==> src/rtl/sdram_pkg.sv <==
// Shared encodings and defaults for the SDRAM command path (arbiter and timing FSM).
package sdram_pkg;

  typedef enum logic [1:0] {
    CMD_NOP     = 2'd0,
    CMD_READ    = 2'd1,
    CMD_WRITE   = 2'd2,
    CMD_REFRESH = 2'd3
  } cmd_type_e;

  typedef enum logic [1:0] {
    ARB_IDLE  = 2'd0,
    ARB_ISSUE = 2'd1,
    ARB_WAIT  = 2'd2
  } arb_state_e;

  localparam int REF_INTERVAL_DEF = 780;  // 7.8 us at 100 MHz
  localparam int REF_MAX_DEF      = 7;
  localparam int SRC_W            = 3;

  // Index width that never collapses to zero bits.
  function automatic int idx_w(input int n);
    return (n > 1) ? $clog2(n) : 1;
  endfunction

endpackage

==> src/rtl/sdram_cmd_arbiter_if.sv <==
// Requester-side and engine-side signals of the SDRAM command arbiter.
interface sdram_cmd_arbiter_if
  import sdram_pkg::*;
#(
  parameter int NUM_REQ = 4,
  parameter int ADDR_W  = 22,
  parameter int LEN_W   = 4
);

  logic [NUM_REQ-1:0]        req;
  logic [NUM_REQ-1:0]        req_we;
  logic [NUM_REQ*ADDR_W-1:0] req_addr;
  logic [NUM_REQ*LEN_W-1:0]  req_len;
  logic [NUM_REQ-1:0]        gnt;
  logic                      cmd_valid;
  logic                      cmd_ready;
  cmd_type_e                 cmd_type;
  logic [ADDR_W-1:0]         cmd_addr;
  logic [LEN_W-1:0]          cmd_len;
  logic [SRC_W-1:0]          cmd_src;
  logic                      cmd_done;

  // Requesters plus the command engine.
  modport master (
    output req, req_we, req_addr, req_len, cmd_ready, cmd_done,
    input  gnt, cmd_valid, cmd_type, cmd_addr, cmd_len, cmd_src
  );

  // The arbiter itself.
  modport slave (
    input  req, req_we, req_addr, req_len, cmd_ready, cmd_done,
    output gnt, cmd_valid, cmd_type, cmd_addr, cmd_len, cmd_src
  );

endinterface

==> src/rtl/sdram_cmd_arbiter_rr_pick.sv <==
// Combinational round-robin selector: first set request at or after ptr_i, wrapping.
module rr_pick #(
  parameter int N     = 4,
  parameter int IDX_W = 2
) (
  input  logic [N-1:0]     req_i,
  input  logic [IDX_W-1:0] ptr_i,
  output logic [IDX_W-1:0] winner_o,
  output logic             any_req_o
);

  logic [2*N-1:0] req_dbl;
  logic [2*N-1:0] masked;
  logic           found;

  // The upper copy is never masked, so it supplies the wrap-around candidates.
  always_comb begin
    // NOTE: every output of this block gets a default first so no path infers a latch.
    winner_o = '0;
    found    = 1'b0;
    req_dbl  = {req_i, req_i};
    masked   = req_dbl & ({(2*N){1'b1}} << ptr_i);
    for (int i = 0; i < 2*N; i++) begin
      if (!found && masked[i]) begin
        found    = 1'b1;
        winner_o = IDX_W'(i % N);
      end
    end
  end

  assign any_req_o = |req_i;

endmodule

==> src/rtl/sdram_cmd_arbiter.sv <==
// Round-robin arbiter in front of the SDRAM command engine with auto-refresh scheduling.
module sdram_cmd_arbiter
  import sdram_pkg::*;
#(
  parameter int NUM_REQ      = 4,
  parameter int ADDR_W       = 22,
  parameter int LEN_W        = 4,
  parameter int REF_INTERVAL = REF_INTERVAL_DEF,
  parameter int REF_MAX      = REF_MAX_DEF
) (
  input  logic                clk,
  input  logic                rst,
  sdram_cmd_arbiter_if.slave  bus,
  output logic                busy,
  output logic                ref_overflow
);

  localparam int IDX_W  = idx_w(NUM_REQ);
  localparam int CNT_W  = idx_w(REF_INTERVAL);
  localparam int PEND_W = $clog2(REF_MAX + 1);

  arb_state_e          state_q;
  logic [NUM_REQ-1:0]  gnt_q;
  logic                cmd_valid_q;
  cmd_type_e           cmd_type_q;
  logic [ADDR_W-1:0]   cmd_addr_q;
  logic [LEN_W-1:0]    cmd_len_q;
  logic [SRC_W-1:0]    cmd_src_q;
  logic [IDX_W-1:0]    rr_ptr_q;
  logic [CNT_W-1:0]    ref_cnt_q,     ref_cnt_d;
  logic [PEND_W-1:0]   ref_pending_q, ref_pending_d;
  logic                ref_overflow_q, ref_overflow_d;

  logic [IDX_W-1:0]    winner;
  logic                any_req;
  logic [IDX_W-1:0]    rr_next;
  logic [NUM_REQ-1:0]  win_onehot;
  logic                ref_tick;
  logic                ref_take;

  rr_pick #(.N(NUM_REQ), .IDX_W(IDX_W)) u_rr_pick (
    .req_i     (bus.req),
    .ptr_i     (rr_ptr_q),
    .winner_o  (winner),
    .any_req_o (any_req)
  );

  assign rr_next    = (winner == IDX_W'(NUM_REQ - 1)) ? '0 : winner + IDX_W'(1);
  assign win_onehot = NUM_REQ'(1) << winner;

  assign ref_tick = (ref_cnt_q == '0);
  assign ref_take = cmd_valid_q && bus.cmd_ready && (cmd_type_q == CMD_REFRESH);

  // A tick and a refresh handshake in the same cycle cancel out.
  always_comb begin
    ref_cnt_d      = ref_tick ? CNT_W'(REF_INTERVAL - 1) : ref_cnt_q - CNT_W'(1);
    ref_pending_d  = ref_pending_q;
    ref_overflow_d = ref_overflow_q;
    if (ref_tick && !ref_take) begin
      if (ref_pending_q == PEND_W'(REF_MAX)) ref_overflow_d = 1'b1;
      else                                   ref_pending_d  = ref_pending_q + PEND_W'(1);
    end else if (ref_take && !ref_tick) begin
      ref_pending_d = ref_pending_q - PEND_W'(1);
    end
  end

  always_ff @(posedge clk) begin
    if (rst) begin
      ref_cnt_q      <= CNT_W'(REF_INTERVAL - 1);
      ref_pending_q  <= '0;
      ref_overflow_q <= 1'b0;
    end else begin
      ref_cnt_q      <= ref_cnt_d;
      ref_pending_q  <= ref_pending_d;
      ref_overflow_q <= ref_overflow_d;
    end
  end

  always_ff @(posedge clk) begin
    if (rst) begin
      state_q     <= ARB_IDLE;
      gnt_q       <= '0;
      cmd_valid_q <= 1'b0;
      cmd_type_q  <= CMD_NOP;
      cmd_addr_q  <= '0;
      cmd_len_q   <= '0;
      cmd_src_q   <= '0;
      rr_ptr_q    <= '0;
    end else begin
      // NOTE: non-blocking throughout so every register sees pre-edge values of the others.
      gnt_q <= '0;
      unique case (state_q)
        ARB_IDLE: begin
          if (ref_pending_q != '0) begin
            // Refresh wins the slot but leaves the round-robin pointer alone.
            cmd_type_q  <= CMD_REFRESH;
            cmd_addr_q  <= '0;
            cmd_len_q   <= '0;
            cmd_src_q   <= '0;
            cmd_valid_q <= 1'b1;
            state_q     <= ARB_ISSUE;
          end else if (any_req) begin
            gnt_q       <= win_onehot;
            cmd_type_q  <= bus.req_we[winner] ? CMD_WRITE : CMD_READ;
            cmd_addr_q  <= bus.req_addr[winner*ADDR_W +: ADDR_W];
            cmd_len_q   <= bus.req_len[winner*LEN_W +: LEN_W];
            cmd_src_q   <= SRC_W'(winner);
            rr_ptr_q    <= rr_next;
            cmd_valid_q <= 1'b1;
            state_q     <= ARB_ISSUE;
          end else begin
            cmd_type_q <= CMD_NOP;
          end
        end
        ARB_ISSUE: begin
          if (bus.cmd_ready) begin
            cmd_valid_q <= 1'b0;
            state_q     <= ARB_WAIT;
          end
        end
        ARB_WAIT: begin
          if (bus.cmd_done) begin
            cmd_type_q <= CMD_NOP;
            state_q    <= ARB_IDLE;
          end
        end
        default: state_q <= ARB_IDLE;
      endcase
    end
  end

  assign bus.gnt       = gnt_q;
  assign bus.cmd_valid = cmd_valid_q;
  assign bus.cmd_type  = cmd_type_q;
  assign bus.cmd_addr  = cmd_addr_q;
  assign bus.cmd_len   = cmd_len_q;
  assign bus.cmd_src   = cmd_src_q;
  assign busy          = (state_q != ARB_IDLE);
  assign ref_overflow  = ref_overflow_q;

endmodule

==> src/flat_wrapper.sv <==
// flat-port wrapper written by rule: the top's interface ports become plain ports
module sdram_cmd_arbiter_flat import sdram_pkg::*;
#(
  parameter int NUM_REQ      = 4,
  parameter int ADDR_W       = 22,
  parameter int LEN_W        = 4,
  parameter int REF_INTERVAL = REF_INTERVAL_DEF,
  parameter int REF_MAX      = REF_MAX_DEF
)
  (clk, rst, busy, ref_overflow, bus_req, bus_req_we, bus_req_addr, bus_req_len, bus_cmd_ready, bus_cmd_done, bus_gnt, bus_cmd_valid, bus_cmd_type, bus_cmd_addr, bus_cmd_len, bus_cmd_src);
  sdram_cmd_arbiter_if #(.NUM_REQ(NUM_REQ), .ADDR_W(ADDR_W), .LEN_W(LEN_W)) bus_i ();
  input  logic clk;
  input  logic rst;
  output logic busy;
  output logic ref_overflow;
  input wire logic [$bits(bus_i.req)-1:0] bus_req;
  input wire logic [$bits(bus_i.req_we)-1:0] bus_req_we;
  input wire logic [$bits(bus_i.req_addr)-1:0] bus_req_addr;
  input wire logic [$bits(bus_i.req_len)-1:0] bus_req_len;
  input wire logic [$bits(bus_i.cmd_ready)-1:0] bus_cmd_ready;
  input wire logic [$bits(bus_i.cmd_done)-1:0] bus_cmd_done;
  output wire logic [$bits(bus_i.gnt)-1:0] bus_gnt;
  output wire logic [$bits(bus_i.cmd_valid)-1:0] bus_cmd_valid;
  output wire logic [$bits(bus_i.cmd_type)-1:0] bus_cmd_type;
  output wire logic [$bits(bus_i.cmd_addr)-1:0] bus_cmd_addr;
  output wire logic [$bits(bus_i.cmd_len)-1:0] bus_cmd_len;
  output wire logic [$bits(bus_i.cmd_src)-1:0] bus_cmd_src;
  assign bus_i.req = bus_req;
  assign bus_i.req_we = bus_req_we;
  assign bus_i.req_addr = bus_req_addr;
  assign bus_i.req_len = bus_req_len;
  assign bus_i.cmd_ready = bus_cmd_ready;
  assign bus_i.cmd_done = bus_cmd_done;
  assign bus_gnt = bus_i.gnt;
  assign bus_cmd_valid = bus_i.cmd_valid;
  assign bus_cmd_type = bus_i.cmd_type;
  assign bus_cmd_addr = bus_i.cmd_addr;
  assign bus_cmd_len = bus_i.cmd_len;
  assign bus_cmd_src = bus_i.cmd_src;
  sdram_cmd_arbiter #(.NUM_REQ(NUM_REQ), .ADDR_W(ADDR_W), .LEN_W(LEN_W), .REF_INTERVAL(REF_INTERVAL), .REF_MAX(REF_MAX)) u_core (.clk(clk), .rst(rst), .bus(bus_i), .busy(busy), .ref_overflow(ref_overflow));
endmodule
==> config.mk <==
export PLATFORM = sky130hd
export DESIGN_NAME = sdram_cmd_arbiter_flat
export DESIGN_NICKNAME = d
export VERILOG_FILES = /design/src/rtl/sdram_pkg.sv /design/src/rtl/sdram_cmd_arbiter_if.sv /design/src/rtl/sdram_cmd_arbiter_rr_pick.sv /design/src/rtl/sdram_cmd_arbiter.sv /design/src/flat_wrapper.sv
export SDC_FILE = /design/constraint.sdc
export NUM_CORES = 1
export LEC_CHECK = 0
export CAP_MARGIN = 20
export CORE_AREA = 4 4 89 91
export CTS_BUF_LIST = sky130_fd_sc_hd__clkbuf_8
export CTS_CLUSTER_DIAMETER = 60
export DETAILED_ROUTE_END_ITERATION = 12
export DIE_AREA = 0 0 93 95
export PLACE_DENSITY = 0.95
export SYNTH_ARGS = -nofsm -noshare
export SYNTH_HDL_FRONTEND = slang
export SYNTH_SLANG_ARGS = --single-unit
export TNS_END_PERCENT = 5
==> constraint.sdc <==
create_clock -name clk -period 4.4 [get_ports clk]
set_input_delay 1.1 -clock clk [delete_from_list [all_inputs] [get_ports clk]]
set_output_delay 1.1 -clock clk [all_outputs]
set_load 0.02 [all_outputs]
==> Yosys cells after proc, flatten, opt, wreduce, memory -nomap -nowiden <==
Cells that the tools add are included.
{ "word_totals": {"reg_bits": 54, "latchBits": 0, "ramBits": 0, "rom_bits": 0, "input_bits": 116, "output_inout_bits": 38, "n_memories": 0} }
{ "classes": {"add_sub_neg": 4, "multipliers": 1, "div_mod_pow": 0, "magnitude_cmp": 1, "eq_ne": 9, "shifts": 4, "mux": 39, "bitwise": 4, "reduce_logical": 38} }
{ "ops": {"columns": ["op", "count"], "rows": [
  ["88-bit by 8-bit indexed part select with 22-bit output", 1],
  ["22-bit 2-to-1 mux", 2],
  ["2-bit 2-to-1 mux", 14],
  ["16-bit by 5-bit indexed part select with 4-bit output", 1],
  ["3-bit 2-to-1 mux", 5],
  ["1-bit 2-to-1 mux", 12],
  ["1-bit logical AND", 11],
  ["10-bit logical NOT", 1],
  ["2-bit nonzero test", 5],
  ["10-bit by 1-bit subtractor with 10-bit output (second input constant)", 1],
  ["1-bit logical NOT", 9],
  ["3-bit AND reduction", 3],
  ["8-bit AND", 1],
  ["4-bit 2-to-1 mux", 2],
  ["2-bit AND reduction", 4],
  ["4-bit OR reduction", 2],
  ["8-bit by 2-bit left shift with 8-bit output (first input constant)", 1],
  ["2-bit == test (second input constant)", 3],
  ["2-bit by 4-bit multiplier with 6-bit output (second input constant)", 1],
  ["2-bit inequality test (second input constant)", 3],
  ["2-bit case mux with 3 select lines", 1],
  ["2-bit case mux with 2 select lines", 1],
  ["1-bit by 2-bit left shift with 4-bit output (first input constant)", 1],
  ["3-bit by 1-bit adder with 3-bit output (second input constant)", 1],
  ["other kinds (12)", 14]
]} }

==> Longest topological paths before layout <==
{ "depth": {"ltp_word": 30, "mapped_depth": 10} }

==> Modules after synthesis <==
A second synthesis with hierarchy kept.
{ "unflattened": {"cells_unflattened": 228, "hier_area_um2": 2627.5} }
{ "by_module_without_submodules": {"columns": ["module", "n_inst", "cells_each", "area_per_inst_um2", "seq_area_each_um2"], "rows": [
  ["sdram_cmd_arbiter", 1, 216, 2553.7, 1061.0],
  ["rr_pick", 1, 12, 73.8, 0.0]
]} }

==> Worst setup path before layout <==
Ideal clock, no wire load.
{ "synth_path": {"path_type": "in2reg", "startpoint": "input port bus_req[0]", "endpoint": "register u_core.cmd_addr_q[17], in the netlist u_core.bus.cmd_addr[17]", "setup_ns": 0.130, "arrival_time_ns": 2.445, "required_time_ns": 4.270, "path_slack_ns": 1.825, "stages": 8, "path_buffers": 3, "cell_sequence": "and2_4 -> and2_4 -> buf_6 -> or3_4 -> buf_6 -> buf_6 -> a211oi_1 -> o31ai_1"} }
{ "synth_between": {"elab_chain_cells": 27} }
{ "synth_lines": {"columns": ["item", "line_no", "rtl"], "rows": [
  ["start: declaration", "flat_wrapper.sv:16", "input wire logic [$bits(bus_i.req)-1:0] bus_req;"],
  ["8-bit AND", "sdram_cmd_arbiter_rr_pick.sv:22", "masked = req_dbl & ({(2*N){1'b1}} << ptr_i);"],
  ["1-bit 2-to-1 mux", "sdram_cmd_arbiter_rr_pick.sv:24", "if (!found && masked[i]) begin"],
  ["1-bit logical NOT", "sdram_cmd_arbiter_rr_pick.sv:24", null],
  ["1-bit logical AND", "sdram_cmd_arbiter_rr_pick.sv:24", null],
  ["1-bit 2-to-1 mux", "sdram_cmd_arbiter_rr_pick.sv:24", null],
  ["1-bit logical NOT", "sdram_cmd_arbiter_rr_pick.sv:24", null],
  ["1-bit logical AND", "sdram_cmd_arbiter_rr_pick.sv:24", null],
  ["1-bit 2-to-1 mux", "sdram_cmd_arbiter_rr_pick.sv:24", null],
  ["[... 11 more ...]", null, null],
  ["1-bit 2-to-1 mux", "sdram_cmd_arbiter_rr_pick.sv:24", null],
  ["1-bit logical NOT", "sdram_cmd_arbiter_rr_pick.sv:24", null],
  ["1-bit logical AND", "sdram_cmd_arbiter_rr_pick.sv:24", null],
  ["2-bit 2-to-1 mux", "sdram_cmd_arbiter_rr_pick.sv:24", null],
  ["2-bit by 4-bit multiplier with 6-bit output", "sdram_cmd_arbiter.sv:105", "cmd_addr_q <= bus.req_addr[winner*ADDR_W +: ADDR_W];"],
  ["88-bit by 8-bit indexed part select with 22-bit output", "sdram_cmd_arbiter.sv:105", null],
  ["22-bit 2-to-1 mux", "sdram_cmd_arbiter.sv:102", "end else if (any_req) begin"],
  ["22-bit 2-to-1 mux", "sdram_cmd_arbiter.sv:94", "if (ref_pending_q != '0) begin"],
  ["end signal: assignment", "sdram_cmd_arbiter.sv:105", null],
  ["end: declaration", "sdram_cmd_arbiter.sv:26", "logic [ADDR_W-1:0] cmd_addr_q;"]
]} }
Parallel ways exist; a longest one is shown, timed or not. The select of a mux whose other input is x is not followed.
A chain may end at the register's enable or synchronous reset.

==> Final worst setup path <==
{ "layout_path": {"startpoint": "input port bus_req[2]", "endpoint": "register u_core.cmd_type_q[1], in the netlist u_core.bus.cmd_type[1]"} }
{ "layout_between": {"elab_chain_cells": 24} }
{ "layout_lines": {"columns": ["item", "line_no", "rtl"], "rows": [
  ["8-bit AND", "sdram_cmd_arbiter_rr_pick.sv:22", null],
  ["1-bit logical AND", "sdram_cmd_arbiter_rr_pick.sv:24", null],
  ["1-bit 2-to-1 mux", "sdram_cmd_arbiter_rr_pick.sv:24", null],
  ["1-bit logical NOT", "sdram_cmd_arbiter_rr_pick.sv:24", null],
  ["1-bit logical AND", "sdram_cmd_arbiter_rr_pick.sv:24", null],
  ["1-bit 2-to-1 mux", "sdram_cmd_arbiter_rr_pick.sv:24", null],
  ["1-bit logical NOT", "sdram_cmd_arbiter_rr_pick.sv:24", null],
  ["1-bit logical AND", "sdram_cmd_arbiter_rr_pick.sv:24", null],
  ["[... 8 more ...]", null, null],
  ["1-bit logical AND", "sdram_cmd_arbiter_rr_pick.sv:24", null],
  ["2-bit 2-to-1 mux", "sdram_cmd_arbiter_rr_pick.sv:24", null],
  ["1-bit binary-select mux with 2-bit select", "sdram_cmd_arbiter.sv:104", "cmd_type_q <= bus.req_we[winner] ? CMD_WRITE : CMD_READ;"],
  ["1-bit 2-to-1 mux (implied by the code)", "sdram_cmd_arbiter.sv:104", null],
  ["2-bit 2-to-1 mux", "sdram_cmd_arbiter.sv:104", null],
  ["2-bit 2-to-1 mux *", "sdram_cmd_arbiter.sv:102", null],
  ["2-bit 2-to-1 mux *", "sdram_cmd_arbiter.sv:94", null],
  ["2-bit case mux with 2 select lines *", "sdram_cmd_arbiter.sv:92", "unique case (state_q)"],
  ["end signal: assignment", "sdram_cmd_arbiter.sv:104", null],
  ["end: declaration", "sdram_cmd_arbiter.sv:25", "cmd_type_e cmd_type_q;"]
]} }
Every way passes the cells marked *; elsewhere a longest branch is shown, timed or not. The select of a mux whose other input is x is not followed.

==> run_results.csv <==
group,metric,value,unit
run_status,outcome,"complete, no violations",
drt,dr.pass1.iters,4,
place,place_area,4740,µm²
pwr,finalPower,1.55,mW
yosys,seq_area_frac_synth,33.0,%
yosys,syn_area,3220,µm²
yosys,ys_top_cells_by_count,"53 x dfxtp_1, 53 x nor4b_1, 42 x nand2_1",
timing,timing.final.crit_share,75.9,%
global_routing,overflow,0,
floorplan,io_pins,154,
clock_tree,ctsHoldBuffers,0,
timing,max_freq,0.299,GHz
clock_tree,clock_latency,300,ps
timing,fin_crit,3340,ps
drt,drc,0,
yosys,synth_cell_types,54,
yosys,muxShareOfSynthArea,0.622,%
place,dpl.cell_count,588,
clock_tree,clk_path_buf_depth,2,
global_routing,grt_pass1_vias,3571,
place,place_hpwl,7920,µm
critical_path,worstSetupPathType,"primary input to flip-flop",
floorplan,dieWidth,93,µm
yosys,yosys.area_share.simple,28.9,%
critical_path,worst-path-max-fanout,56,
timing,hold_slack,403,ps
timing,relSlewSlack,36.8,%
cells_and_area,fin_cells,596,
cells_and_area,syn_to_final_growth,50.8,%
yosys,synth_fa_ha_area_share,1.01,%
timing,fin_skew,4.29,ps
floorplan,fp.dieArea,8840,µm²
yosys,async_flop_share,0,%
timing,rsz0062_at_grt,"no",
yosys,postSynthAreaPerCell,8.79,µm²
global_routing,grt_pass1_wl,16600,µm
yosys,ys_ff_latch,53,
critical_path,worstPathRequired,4600,ps
drt,wl_per_cell,18.0,µm
floorplan,rows,31,
yosys,synthFlopType,"dfxtp_1",
yosys,synth_xor_area_share,2.18,%
cells_and_area,drive_above_1_share,8.45,%
clock_tree,cts.sinks,53,
clock_tree,cts_tree,"yes",
place,dpl_worst_slack,755,ps
yosys,synthTopCellsByArea,"dfxtp_1 33%, nor4b_1 14%, a211oi_1 8.6%, a211oi_2 6.2%, o31ai_1 6.1%",
drt,vias,3566,
yosys,synth_top_area_cell,"dfxtp_1",
global_routing,grt.total_usage,23.3,%
yosys,synth_top_family_by_area,"simple AND/OR/NAND/NOR gates",
pwr,ir_drop,0.000232,V
drt,vias_per_cell,5.98,
cells_and_area,nNetsFinal,614,
pwr,p_per_area,320,nW/µm²
clock_tree,cts-root-buf,"clkbuf_8",
floorplan,core,7140,µm²
clock_tree,htree_levels,2,
timing,hold_viol,0,
drt,ant_nets,0,
place,gp_congestion,0.858,
cells_and_area,final_area,4850,µm²
yosys,synth_top_area_share,33.0,%
yosys,netlist_instances,366,
critical_path,cp.arrival,3540,ps
global_routing,antenna_found_initial,0,
floorplan,die_h,95,µm
global_routing,grt_start_max_net_pins,57,
timing,finalSetupTns,0,ps
yosys,synth_edf_count,0,
cells_and_area,fin_util,68.0,%
clock_tree,cts.reportedPaths.clkPinSlew,90,ps
yosys,yosys_warnings,0,
pwr,p_leak,1.62,nW
drt,first_iter_violations,144,
yosys,syn_nets,484,
timing,maxSlewViolCount,0,
critical_path,critPathLaunchType,"primary input",
drt,drt-total-wl,10700,µm
cells_and_area,antenna_cells,0,
clock_tree,cts_buffers,5,
critical_path,cp-end-kind,"flip-flop",
worst_hold_path,hp-class,"flip-flop to flip-flop",
job,maxCapViolCount,0,
timing,worst_pin_slew,946,ps
yosys,synth_compound_area_share,27.7,%
critical_path,reg2reg_slack,1640,ps
clock_tree,post_cts_buffers,0,
clock_tree,postCtsResizedCells,0,
timing,setup_viol,0,
place,numPortBuffers,152,
timing,fin_ws,1060,ps
floorplan,start_util,45.1,%
==> cell families after synthesis <==
| family | after synthesis |
|---|---|
| AO/OA/AOI/OAI | 111 |
| AND/OR/NAND/NOR | 148 |
| buffers and inverters | 41 |
| XOR/XNOR | 8 |
| multiplexers | 2 |
| adder cells (fa/ha/maj) | 2 |
| flip-flops | 53 |
| other | 1 |
==> layout by cell type, fill, tap and decap left out, types with 6 or more instances in the layout <==
cell type,count
o31ai_1,26
dfxtp_1,53
a211oi_2,16
clkbuf_8,6
nor3_1,7
inv_1,6
a211oi_1,37
a21oi_1,8
nor2_1,17
nor4b_1,53
clkdlybuf4s50_1,152
buf_4,6
nand2_1,42
==> registers in the layout (all words and copies together) (netlist names) <==
register / cells
u_core.ref_overflow: 1
u_core.bus.cmd_src: 2
u_core.bus.cmd_addr: 22
u_core.ref_pending_q: 3
u_core.ref_cnt_q: 10
u_core.bus.cmd_valid: 1
u_core.bus.cmd_type: 2
u_core.state_q: 2
u_core.bus.cmd_len: 4
u_core.bus.gnt: 4
u_core.rr_ptr_q: 2
==> power breakdown <==
part / leakage [nW] / internal, mW / switching, mW
Combinational: 1.12 / 0.306 / 0.330
Clock: 0.0626 / 0.183 / 0.158
Sequential: 0.436 / 0.538 / 0.0379
Total: 1.62 / 1.03 / 0.526
==> critical path: stages <==
cell             delay [ps]
clkdlybuf4s50_1         570
nand2b_1                130
a21oi_4                 590
or3_4                   700
a21oi_1                  90
o31a_1                  310
==> cell type report <==
cell class                      count  area (µm²)
Clock buffer                        6        82.6
Clock inverter                      2        33.8
Fill cell                         583        2280
Inverter                            6        22.5
Multi-Input combinational cell    272        1960
Sequential cell                    53        1060
Tap cell                           99         124
Timing Repair Buffer              158        1570
==> metal layers <==
| metal | vias up | global-route usage [%] | part of all wire (%) |
|---|---|---|---|
| li1 | 1674 | - | - |
| met1 | 1673 | 26.0 | 38 |
| met2 | 179 | 41.6 | 51 |
| met3 | 40 | 5.10 | 7.5 |
| met4 | 0 | 11.7 | 3.7 |
| met5 | - | 0 | 0 |
==> worst paths after layout <==
path | end | start | depth (start not counted)
setup / recovery | u_core.bus.cmd_type[1] | bus_req[2] | 6
setup reg to reg | u_core.ref_pending_q[2] | u_core.ref_cnt_q[0] | 10
hold / removal | u_core.ref_cnt_q[0] | u_core.ref_cnt_q[0] | 1
hold reg to reg | u_core.ref_cnt_q[0] | u_core.ref_cnt_q[0] | 1
No activity file was read; power rests on OpenSTA's default activity.
